$ cat config.mk
export PLATFORM = sky130hd
export DESIGN_NAME = uart_rx
export DESIGN_NICKNAME = d
export VERILOG_FILES = /design/src/rtl/uart_rx.sv
export SDC_FILE = /design/constraint.sdc
export NUM_CORES = 1
export LEC_CHECK = 0
export CORE_MARGIN = 2
export CORE_UTILIZATION = 54
export CTS_BUF_LIST = sky130_fd_sc_hd__clkbuf_8
export DETAILED_ROUTE_END_ITERATION = 10
export PLACE_DENSITY = 0.79
export SYNTH_ARGS = -nofsm -noshare
export SYNTH_HDL_FRONTEND = slang
export SYNTH_SLANG_ARGS = --single-unit
$ cat constraint.sdc
create_clock -name CLK -period 2.6 [get_ports CLK]
set_clock_uncertainty 0.2 [all_clocks]
set_input_delay 0.26 -clock CLK [delete_from_list [all_inputs] [get_ports CLK]]
set_output_delay 0.26 -clock CLK [all_outputs]
set_load 0.01 [all_outputs]
$ cat src/rtl/uart_rx.sv
// UART receiver: start-edge detection, 3-sample majority vote per bit, LSB-first
// data, optional even/odd parity, stop check and one-cycle outcome pulses.
module uart_rx #(
  parameter int Data_length = 8
) (
  input  logic                   CLK,
  input  logic                   RST,
  input  logic                   RX_IN,
  input  logic [5:0]             Prescale,
  input  logic                   Parity_Enable,
  input  logic                   Parity_Type,
  output logic [Data_length-1:0] P_Data,
  output logic                   Data_Valid,
  output logic                   Parity_Error,
  output logic                   Stop_Error
);

  localparam int BitW = (Data_length > 1) ? $clog2(Data_length) : 1;
  localparam logic [BitW-1:0] LastBit = BitW'(Data_length - 1);

  typedef enum logic [2:0] {
    IDLE,
    START,
    DATA,
    PARITY,
    STOP
  } state_t;

  state_t                 state;
  state_t                 state_nx;

  logic                   prev_rx;
  logic                   armed;
  logic [5:0]             prescale_q;
  logic                   par_en_q;
  logic                   par_type_q;
  logic                   par_err_q;
  logic [5:0]             edge_cnt;
  logic [BitW-1:0]        bit_cnt;
  logic [1:0]             samp;
  logic [Data_length-1:0] shift_q;

  logic [5:0]             half;
  logic                   samp_lo_hit;
  logic                   samp_mid_hit;
  logic                   vote_hit;
  logic                   last_edge;
  logic                   vote;
  logic                   start_det;
  logic                   par_mismatch;
  logic                   fire_dv;
  logic                   fire_pe;
  logic                   fire_se;

  function automatic logic [5:0] legal_prescale(input logic [5:0] p);
    case (p)
      6'd8, 6'd16, 6'd32: return p;
      default:            return 6'd8;
    endcase
  endfunction

  assign half         = {1'b0, prescale_q[5:1]};
  assign samp_lo_hit  = (edge_cnt == half - 6'd1);
  assign samp_mid_hit = (edge_cnt == half);
  assign vote_hit     = (edge_cnt == half + 6'd1);
  assign last_edge    = (edge_cnt == prescale_q - 6'd1);
  assign vote         = (samp[0] & samp[1]) | (samp[0] & RX_IN) | (samp[1] & RX_IN);
  assign par_mismatch = vote ^ (^shift_q ^ par_type_q);

  // armed stays low after reset until the line has been seen high, so a line
  // held low through reset release cannot look like a fresh start edge.
  assign start_det    = (state == IDLE) && armed && prev_rx && !RX_IN;

  // NOTE: every signal driven here gets a default first; a path that leaves one
  // unassigned would infer a latch.
  always_comb begin
    state_nx = state;
    fire_dv  = 1'b0;
    fire_pe  = 1'b0;
    fire_se  = 1'b0;
    case (state)
      IDLE: begin
        if (start_det) state_nx = START;
      end
      START: begin
        if (vote_hit && vote) state_nx = IDLE;
        else if (last_edge)   state_nx = DATA;
      end
      DATA: begin
        if (last_edge && bit_cnt == LastBit) state_nx = par_en_q ? PARITY : STOP;
      end
      PARITY: begin
        if (last_edge) state_nx = STOP;
      end
      STOP: begin
        if (vote_hit) begin
          state_nx = IDLE;
          if (!vote)          fire_se = 1'b1;
          else if (par_err_q) fire_pe = 1'b1;
          else                fire_dv = 1'b1;
        end
      end
      default: state_nx = IDLE;
    endcase
  end

  // NOTE: sequential state uses non-blocking assignments so every register
  // samples pre-edge values regardless of statement order.
  always_ff @(posedge CLK) begin
    if (RST) begin
      state        <= IDLE;
      prev_rx      <= 1'b1;
      armed        <= 1'b0;
      prescale_q   <= 6'd8;
      par_en_q     <= 1'b0;
      par_type_q   <= 1'b0;
      par_err_q    <= 1'b0;
      edge_cnt     <= '0;
      bit_cnt      <= '0;
      samp         <= 2'b11;
      // NOTE: the shift register is cleared too, so nothing of an aborted
      // frame survives reset even though it is fully rewritten by every frame.
      shift_q      <= '0;
      P_Data       <= '0;
      Data_Valid   <= 1'b0;
      Parity_Error <= 1'b0;
      Stop_Error   <= 1'b0;
    end else begin
      state        <= state_nx;
      prev_rx      <= RX_IN;
      armed        <= armed | RX_IN;
      Data_Valid   <= fire_dv;
      Parity_Error <= fire_pe;
      Stop_Error   <= fire_se;
      if (fire_dv) P_Data <= shift_q;

      if (start_det) begin
        // The detection cycle is edge count 0, so the counter resumes at 1.
        prescale_q <= legal_prescale(Prescale);
        par_en_q   <= Parity_Enable;
        par_type_q <= Parity_Type;
        par_err_q  <= 1'b0;
        edge_cnt   <= 6'd1;
        bit_cnt    <= '0;
      end else if (state != IDLE) begin
        if (state_nx == IDLE || last_edge) edge_cnt <= '0;
        else                               edge_cnt <= edge_cnt + 6'd1;

        if (samp_lo_hit)  samp[0] <= RX_IN;
        if (samp_mid_hit) samp[1] <= RX_IN;

        if (state == DATA) begin
          if (vote_hit) shift_q <= {vote, shift_q[Data_length-1:1]};
          if (last_edge) bit_cnt <= (bit_cnt == LastBit) ? '0 : bit_cnt + 1'b1;
        end

        if (state == PARITY && vote_hit) par_err_q <= par_mismatch;
      end
    end
  end

endmodule

==> impl_results.md, run 1 <==
- Synth top area cells: dfxtp_1, mux2i_1, nor2_1
- Top cells by count, synth: dfxtp_1, nor2_1, mux2i_1
- DR iter-0 viols: 104
- Vias in the first global route: 1832
- Worst hold stages: 2
- Pre-Repair DR Iteration Count: 4
- Main combinational cell family by area after synthesis: simple AND/OR/NAND/NOR gates
- Area share of xor/xnor cells in the synthesized design: 9.41%
- Arrival time of the worst setup path: 2.44 ns
- Largest net degree at the start of global routing: 16
- Post_cts resized: 0
- FF-to-FF End: state[1]$_SDFF_PP0_
- Ys async rst share: 0%
- Largest stage delay on the critical path: 0.65 ns
- Ys Warns: 0
- Final hold vios: 0
- Max Cap Viol: 0
- Pleak: 1.14 nW
- H-tree levels: 2
- Final setup fails: 0
- Core Box Area: 0.00432 mm²
- WP data required: 2.63 ns
- Simple-Gate Fraction of Synth Area: 25.1%
- Die span in x: 70.8 µm
- Critical path startpoint category: register
- Synth Area in Compound Gates: 10.2%
- Top-area cell type share of the netlist area: 36.6%
- Fin util: 65.0%
- Site Rows: 24
- Synthesized cell area: 0.00241 mm²
- Post-synthesis sequential area ratio: 36.6%
- Total global routing overflow: 0
- DP Wirelength: 3540 µm
- Slowest CP cell: dfxtp_1
- CTS tree: yes
- Fmax: 415 MHz
- RSZ-0062 raised after global routing: no
- Routed Antenna Nets: 0
- Tightest Hold Check Type: reg2reg
- GPL Wtd Cong: 0.830
- CP Max Fanout: 12
- WHS Endpoint: armed$_SDFF_PP0_
- Hold Path Origin: armed$_SDFF_PP0_
- Worst vdd rail ir drop: 0.328 mV
- Share of layout cells above drive strength 1: 10.5%
- Yosys top cell by area: dfxtp_1
- Syn avg cell area: 8.88 µm²
- Top_reg_cell synth: dfxtp_1
- Clock sinks: 44
- Via-to-Cell Ratio: 5.70
- Post-Syn Instances: 271
- Clk_lat worst skew: 0.30 ns
- Routed wire length: 4710 µm
- Port Buffers: 21
- GRT Total Usage: 20.3%
- Reg clk slew, reported paths: 0.08 ns
- Synth cell types: 49
- Worst-margin pin slew: 0.652 ns
- Via count: 1985
- Path depth of the worst reg2reg path: 6
- WL met1: 2110 µm
- Reg-to-reg setup timing slack: 0.19 ns
- Number of flops mapped to enable cells by yosys: 0
- Avg WL per Cell: 13.5 µm
- Setup TNS: 0 ns
- ANT cells: 0
- Antenna violations before repair: 0
- Dominant cell by count in the synthesized netlist: dfxtp_1
- Crit path capture type: register
- Worst setup path class: reg2reg
- Die Y: 70.8 µm
- Run status: complete, no violations
- Crit Reg-Reg Startpoint: prescale_q[3]$_SDFFE_PP1P_
- Root buf cell: clkbuf_8
- Ports: 22
- Die footprint: 0.00501 mm²
- Area grow syn2layout: 16.8%
- Max layer used: met4
- Pwr dens: 467 mW/mm²
- # fillers: 372
- Adder-Cell Fraction of Synth Area: 4.06%
- Multiplexer share of the synthesized area: 10.4%
- Layout net count: 313
- Max Slew Vio Count: 0
- CP Cell Sequence: nand3_1 > or3_1 > o311a_4 > nand3_2 > or4b_1 > a21oi_1
- Cts bufs inserted: 5
- CTS Hold Bufs: 0
- Met2 wire length: 2340 µm
- Routed wl met3: 149 µm
- First-pass GRT wire length: 8260 µm
- Drc violations: 0
- # Post-CTS Setup Buffers: 0
- Synth Net Count: 289
- Clock buffer depth: 2
- Post-layout minimum cycle time: 2.41 ns
- Post-synthesis register bit count: 44
- Crit share post-route: 92.7%
- Initial core utilization: 55.6%
- Slew margin rel.: 56.2%
-- through the flow --
step	area [µm²]	hold slack, ns	total power, mW	setup slack (ns)	std cells
global route	2810	0.329	1.36	0.0441	348
detailed placement	2690	0.273	0.798	0.128	340
CTS	2800	0.303	1.32	0.107	348
finish	2810	0.297	1.31	0.191	348
floorplan	2410	0.157	0.767	0.116	271
global placement	2690	0.250	0.796	0.243	340
-- worst max-delay path, delay by kind of cell, from the launching register on --
family          cells  cell delay, ns
simple gates        4            1.16
flops               1            0.65
compound gates      2            0.32
-- registers in the layout, summed over array words and instances, names as in the netlist --
| signal | flops |
|---|---|
| Data_Valid | 1 |
| P_Data | 8 |
| Parity_Error | 1 |
| Stop_Error | 1 |
| armed | 1 |
| bit_cnt | 3 |
| edge_cnt | 6 |
| par_en_q | 1 |
| par_err_q | 1 |
| par_type_q | 1 |
| prescale_q | 6 |
| prev_rx | 1 |
| samp | 2 |
| shift_q | 8 |
| state | 3 |
-- final cells by class --
class	instances	area (µm²)	share of cell area [%]
clock buffer	5	68.8	2.45
clock inverter	3	46.3	1.65
inverter	7	26.3	0.935
multi-input combinational	205	1430	50.9
sequential	44	881	31.3
tap	52	65.1	2.31
timing repair buffer	32	293	10.4
-- worst max-delay path by stage --
stage / from / to / slack [ns]
2_1_floorplan: prescale_q[2]$_SDFFE_PP0P_ / state[1]$_SDFF_PP0_ / 0.12
3_3_place_gp: prescale_q[1]$_SDFFE_PP0P_ / state[1]$_SDFF_PP0_ / 0.24
3_5_place_dp: prescale_q[2]$_SDFFE_PP0P_ / state[1]$_SDFF_PP0_ / 0.13
4_1_cts: prescale_q[2]$_SDFFE_PP0P_ / state[1]$_SDFF_PP0_ / 0.11
5_1_grt: prescale_q[2]$_SDFFE_PP0P_ / state[1]$_SDFF_PP0_ / 0.04
6_report: prescale_q[3]$_SDFFE_PP1P_ / state[1]$_SDFF_PP0_ / 0.19
-- metal layers --
| metal | track usage, % | up-vias |
|---|---|---|
| met2 | 34.1 | 27 |
| met1 | 25.2 | 944 |
| met3 | 4.42 | 10 |
| met5 | 0 | - |
| li1 | - | 1004 |
| met4 | 8.39 | 0 |
-- cell usage in the layout (no fill, tap or decap), drive strengths merged, types with 5 or more instances in the layout --
master	instances
a21oi	13
a31oi	7
buf	11
clkbuf	5
clkdlybuf4s50	21
dfxtp	44
ha	7
inv	8
mux2i	25
nand2	11
nand2b	7
nand3	10
nor2	43
nor4	6
xnor2	17
xor2	8
-- power by group --
| group | switching (mW) | internal [mW] | total, mW | leakage, nW |
|---|---|---|---|---|
| Combinational | 0.0456 | 0.0439 | 0.0895 | 0.729 |
| Sequential | 0.0129 | 0.681 | 0.694 | 0.356 |
| Clock | 0.240 | 0.289 | 0.529 | 0.0548 |
| Total | 0.298 | 1.01 | 1.31 | 1.14 |
-- logic make-up (layout without fill, tap and decap cells) --
kind of cell / after synthesis / in the layout
buffers and inverters: 22 / 47
AND/OR/NAND/NOR: 112 / 112
AO/OA/AOI/OAI: 35 / 35
XOR/XNOR: 25 / 25
flip-flops: 44 / 44
adder cells (fa/ha/maj): 8 / 8
multiplexers: 25 / 25
(Power assumes the default switching activity.)
==> run 2, diff against run 1 <==
--- a/config.mk
+++ b/config.mk
@@ -10,6 +10,7 @@
 export CTS_BUF_LIST = sky130_fd_sc_hd__clkbuf_8
 export DETAILED_ROUTE_END_ITERATION = 10
 export PLACE_DENSITY = 0.79
+export SETUP_SLACK_MARGIN = 0.5
 export SYNTH_ARGS = -nofsm -noshare
 export SYNTH_HDL_FRONTEND = slang
 export SYNTH_SLANG_ARGS = --single-unit
==> constraint.sdc (replaced) <==
create_clock -name CLK -period 2.6 [get_ports CLK]
set_clock_uncertainty 0.2 [all_clocks]
set_input_delay 0.52 -clock CLK [delete_from_list [all_inputs] [get_ports CLK]]
set_output_delay 0.52 -clock CLK [all_outputs]
set_load 0.01 [all_outputs]
==> impl_results.md, run 2 (same netlist as run 1, synthesis figures left out) <==
- Slowest CP cell: dfxtp_4
- Cts bufs inserted: 5
- Initial core utilization: 55.6%
- Path depth of the worst reg2reg path: 7
- CP Cell Sequence: xnor2_1 > nor4b_2 > a31oi_2 > or2_4 > buf_6 > or3_4 > a21oi_2
- Core Box Area: 0.00432 mm²
- Fin cells: 358
- Layout net count: 323
- Vias in the first global route: 1943
- RSZ-0062 raised after global routing: yes
- Critical path startpoint category: register
- Largest stage delay on the critical path: 0.40 ns
- Max Slew Vio Count: 0
- Via-to-Cell Ratio: 5.72
- Area grow syn2layout: 29.5%
- Max Cap Viol: 0
- Routed Antenna Nets: 0
- Routed wire length: 5680 µm
- Slew margin rel.: 67.8%
- First-pass GRT wire length: 8890 µm
- Reg clk slew, reported paths: 0.08 ns
- Ports: 22
- Die footprint: 0.00501 mm²
- Biggest regs: P_Data (8), shift_q (8)
- Die span in x: 70.8 µm
- H-tree levels: 2
- Clk_lat worst skew: 0.30 ns
- Cell area after layout: 0.00312 mm²
- Crit-path leading delay family: simple AND/OR/NAND/NOR gates
- Commonest non-fill, non-tap cell in the layout: nor2_1
- Fin util: 72.1%
- GPL Wtd Cong: 0.889
- # fillers: 318
- Arrival time of the worst setup path: 2.34 ns
- Placed Instances: 336
- Pleak: 1.24 nW
- CTS tree: yes
- Pre-Repair DR Iteration Count: 4
- Run status: complete, no violations
- Total global routing overflow: 0
- Cell depth of the worst setup path: 7
- Port Buffers: 21
- Crit share post-route: 88.6%
- Reg-to-reg setup timing slack: 0.30 ns
- Final hold vios: 0
- Clock sinks: 44
- Setup TNS: 0 ns
- Worst-margin pin slew: 0.480 ns
- Pwr dens: 425 mW/mm²
- Worst setup path class: reg2reg
- Worst vdd rail ir drop: 0.405 mV
- Crit path capture type: register
- WP data required: 2.64 ns
- CP Max Fanout: 12
- Cell Area, Placed: 0.00270 mm²
- Antenna violations before repair: 0
- Worst hold stages: 2
- Site Rows: 24
- Die Y: 70.8 µm
- Most frequent cells in the layout: nor2_1, dfxtp_1, mux2i_1
- Drc violations: 0
- Clock buffer depth: 2
- Final setup fails: 0
- Buf+Inv Stages, Crit Path: 1
- Post-layout minimum cycle time: 2.30 ns
- DR iter-0 viols: 99
- ANT cells: 0
- Via count: 2047
- DP Wirelength: 3670 µm
- Fmax: 434 MHz
- Root buf cell: clkbuf_8
- Share of layout cells above drive strength 1: 24.8%
- Largest net degree at the start of global routing: 17
- Avg WL per Cell: 15.9 µm
- Tightest Hold Check Type: reg2reg
- GRT Total Usage: 22.6%
## run 2: area by class of cell
cell class | instances | area, µm² | area share, %
multi-input cells | 205 | 1610 | 51.5
flip-flops and latches | 44 | 902 | 28.9
repair buffers | 42 | 399 | 12.8
clock buffers | 5 | 68.8 | 2.21
well taps | 52 | 65.1 | 2.09
clock inverters | 3 | 42.5 | 1.36
inverters | 7 | 33.8 | 1.08
## run 2: final timing paths
path / start / end
setup / recovery: prescale_q[4]$_SDFFE_PP0P_ / state[2]$_SDFF_PP0_
hold / removal: armed$_SDFF_PP0_ / armed$_SDFF_PP0_
setup reg to reg: prescale_q[4]$_SDFFE_PP0P_ / state[2]$_SDFF_PP0_
hold reg to reg: armed$_SDFF_PP0_ / armed$_SDFF_PP0_
## run 2: layer usage
metal  global-route usage [%]  share of wire, %  vias to the layer above
met4                     9.85               2.9                        0
li1                         -                 -                     1020
met5                        0                 0                        -
met2                     38.9                52                       48
met1                     26.6                41                      961
met3                     5.56               4.9                       18
## run 2: through the flow
step                      hold slack, ns  setup slack, ns  total power, mW
after global placement             0.249           0.0918            0.798
after CTS                          0.285            0.365             1.32
after global routing               0.320            0.226             1.37
after floorplan                    0.234            0.395            0.768
after detailed placement           0.265           0.0381            0.801
final                              0.280            0.297             1.32
## run 2: worst register-to-register path, stage by stage, from the launching register on
cell,delay [ns]
dfxtp_4,0.40
xnor2_1,0.20
nor4b_2,0.37
a31oi_2,0.14
or2_4,0.32
buf_6,0.12
or3_4,0.33
a21oi_2,0.15
## run 2: timing repair
action / CTS / global route
pin swaps: 13 / 12
gates resized for setup: 16 / 32
cloned: 0 / 1
hold buffers: 0 / 0
endpoints found under the setup margin: 32 / 36
setup buffers: 9 / 4
## run 2: power by group
part / switching [mW] / internal, mW
sequential: 0.0138 / 0.677
clock: 0.240 / 0.284
combinational: 0.0572 / 0.0511
total: 0.311 / 1.01
==> run 3, diff against run 2 <==
--- a/config.mk
+++ b/config.mk
@@ -5,11 +5,13 @@
 export SDC_FILE = /design/constraint.sdc
 export NUM_CORES = 1
 export LEC_CHECK = 0
+export CAP_MARGIN = 10
 export CORE_MARGIN = 2
 export CORE_UTILIZATION = 54
 export CTS_BUF_LIST = sky130_fd_sc_hd__clkbuf_8
 export DETAILED_ROUTE_END_ITERATION = 10
 export PLACE_DENSITY = 0.79
+export REMOVE_ABC_BUFFERS = 1
 export SETUP_SLACK_MARGIN = 0.5
 export SYNTH_ARGS = -nofsm -noshare
 export SYNTH_HDL_FRONTEND = slang
==> impl_results.md, run 3 (same netlist as run 1, synthesis figures left out) <==
- P_sw: 311 µW
- Fmax: 448 MHz
- GRT Total Usage: 23.4%
- Post-layout minimum cycle time: 2.23 ns
- RSZ-0062 raised after global routing: yes
- Vias in the first global route: 2048
- Setup TNS: 0 ns
- Fin util: 76.7%
- Die Y: 70.8 µm
- H-tree levels: 2
- Cts bufs inserted: 5
- Largest stage delay on the critical path: 0.36 ns
- Worst setup path class: reg2reg
- Antenna violations before repair: 0
- Via-to-Cell Ratio: 5.78
- Via count: 2150
- Die span in x: 70.8 µm
- Routed wl met3: 197 µm
- Final setup fails: 0
- Combinational power share: 9.7%
- Slowest CP cell: dfxtp_2
- Routed Antenna Nets: 0
- Max Cap Viol: 0
- Die footprint: 0.00501 mm²
- WP data required: 2.58 ns
- Total global routing overflow: 0
- Buf+Inv Stages, Crit Path: 3
- Critical path startpoint category: register
- Routed wire length: 6040 µm
- Int Pwr: 924 µW
- DR iter-0 viols: 101
- Max Slew Vio Count: 0
- Largest net degree at the start of global routing: 17
- DP Wirelength: 3860 µm
- Port Buffers: 21
- Final hold vios: 0
- CTS tree: yes
- Pleak: 1.31 nW
- Worst vdd rail ir drop: 0.421 mV
- Avg WL per Cell: 16.2 µm
- ANT cells: 0
- CP Max Fanout: 5
- Met2 wire length: 3280 µm
- WL met1: 2400 µm
- Share of layout cells above drive strength 1: 29.1%
- Clock share of power: 34.2%
- Arrival time of the worst setup path: 2.21 ns
- Initial core utilization: 55.6%
- Slew margin rel.: 70.0%
- GPL Wtd Cong: 0.827
- Clk_lat worst skew: 0.30 ns
- CTS Hold Bufs: 0
- Layout net count: 337
- First-pass GRT wire length: 9420 µm
- Pre-Repair DR Iteration Count: 4
- Commonest non-fill, non-tap cell in the layout: nor2_1
- Drc violations: 0
- Core Box Area: 0.00432 mm²
- Worst-margin pin slew: 0.449 ns
- Crit-path leading delay family: buffers and inverters
- CP Cell Sequence: clkinv_4 > ha_4 > xnor2_2 > nand2b_1 > buf_4 > nor4_4 > a2bb2oi_4 > buf_6 > a22oi_2 > a21oi_2
- Tightest Hold Check Type: reg2reg
- Ports: 22
- Site Rows: 24
- Clock buffer depth: 2
- Max layer used: met4
- Crit path capture type: register
- Run status: complete, no violations
- Area grow syn2layout: 37.9%
- Most frequent cells in the layout: nor2_1, dfxtp_1, mux2i_1, buf_4, clkdlybuf4s50_1
- Root buf cell: clkbuf_8
- Clock sinks: 44
- Sw Share: 25.2%
- Pwr dens: 372 mW/mm²
- Crit share post-route: 85.9%
- Reg clk slew, reported paths: 0.08 ns
- Seq pwr share: 56.1%
- Biggest regs: P_Data (8), shift_q (8)
[run 3: worst paths after layout]
| check | depth (start not counted) | end | slack [ns] | from |
|---|---|---|---|---|
| worst max register to register | 10 | edge_cnt[0]$_SDFFE_PP0P_ | 0.37 | prescale_q[1]$_SDFFE_PP0P_ |
| worst min-delay path | 2 | armed$_SDFF_PP0_ | 0.29 | armed$_SDFF_PP0_ |
| worst min register to register | 2 | armed$_SDFF_PP0_ | 0.29 | armed$_SDFF_PP0_ |
| worst max-delay path | 10 | edge_cnt[0]$_SDFFE_PP0P_ | 0.37 | prescale_q[1]$_SDFFE_PP0P_ |
[run 3: power by group through the flow]
stage                     Sequential (mW)  Clock [mW]  Combinational [mW]
after global routing                0.694       0.457               0.129
after CTS                           0.693       0.433              0.0946
after detailed placement            0.710           0              0.0909
final                               0.692       0.423               0.120
after floorplan                     0.706           0              0.0508
after global placement              0.709           0              0.0886
[run 3: repair_timing]
action | CTS | global route
endpoints found under the setup margin | 32 | 36
cloned | 1 | 0
buffers inserted | 11 | 9
gates resized for setup | 33 | 41
pin swaps | 18 | 16
[run 3: cell type report]
cell class	instances	area, µm²
clock buffer	5	68.8
clock inverter	3	18.8
fill	298	1010
inverter	7	36.3
multi-input combinational	205	1700
sequential	44	902
tap	52	65.1
timing repair buffer	56	531
[run 3: worst register-to-register path, delay by kind of cell (launching register included)]
family	cells	cell delay, ns
flip-flops	1	0.36
AND/OR/NAND/NOR	2	0.38
XOR/XNOR	1	0.18
AO/OA/AOI/OAI	3	0.31
adder cells (fa/ha/maj)	1	0.25
buffers and inverters	3	0.41
[run 3: metrics by stage]
stage,worst slack (ns),hold WS [ns],power [mW],std cells,cell area [µm²]
2_1_floorplan,0.0368,0.234,0.757,256,2330
3_3_place_gp,0.0837,0.265,0.798,343,2710
3_5_place_dp,0.0166,0.272,0.801,343,2710
4_1_cts,0.408,0.287,1.22,363,3040
5_1_grt,0.286,0.307,1.28,372,3320
6_report,0.367,0.286,1.23,372,3320
[run 3: per-layer routing]
| layer | vias to the layer above | GRT usage (%) |
|---|---|---|
| met5 | - | 0 |
| met3 | 14 | 3.85 |
| met4 | 0 | 9.64 |
| met2 | 48 | 42.3 |
| met1 | 1040 | 27.4 |
| li1 | 1048 | - |
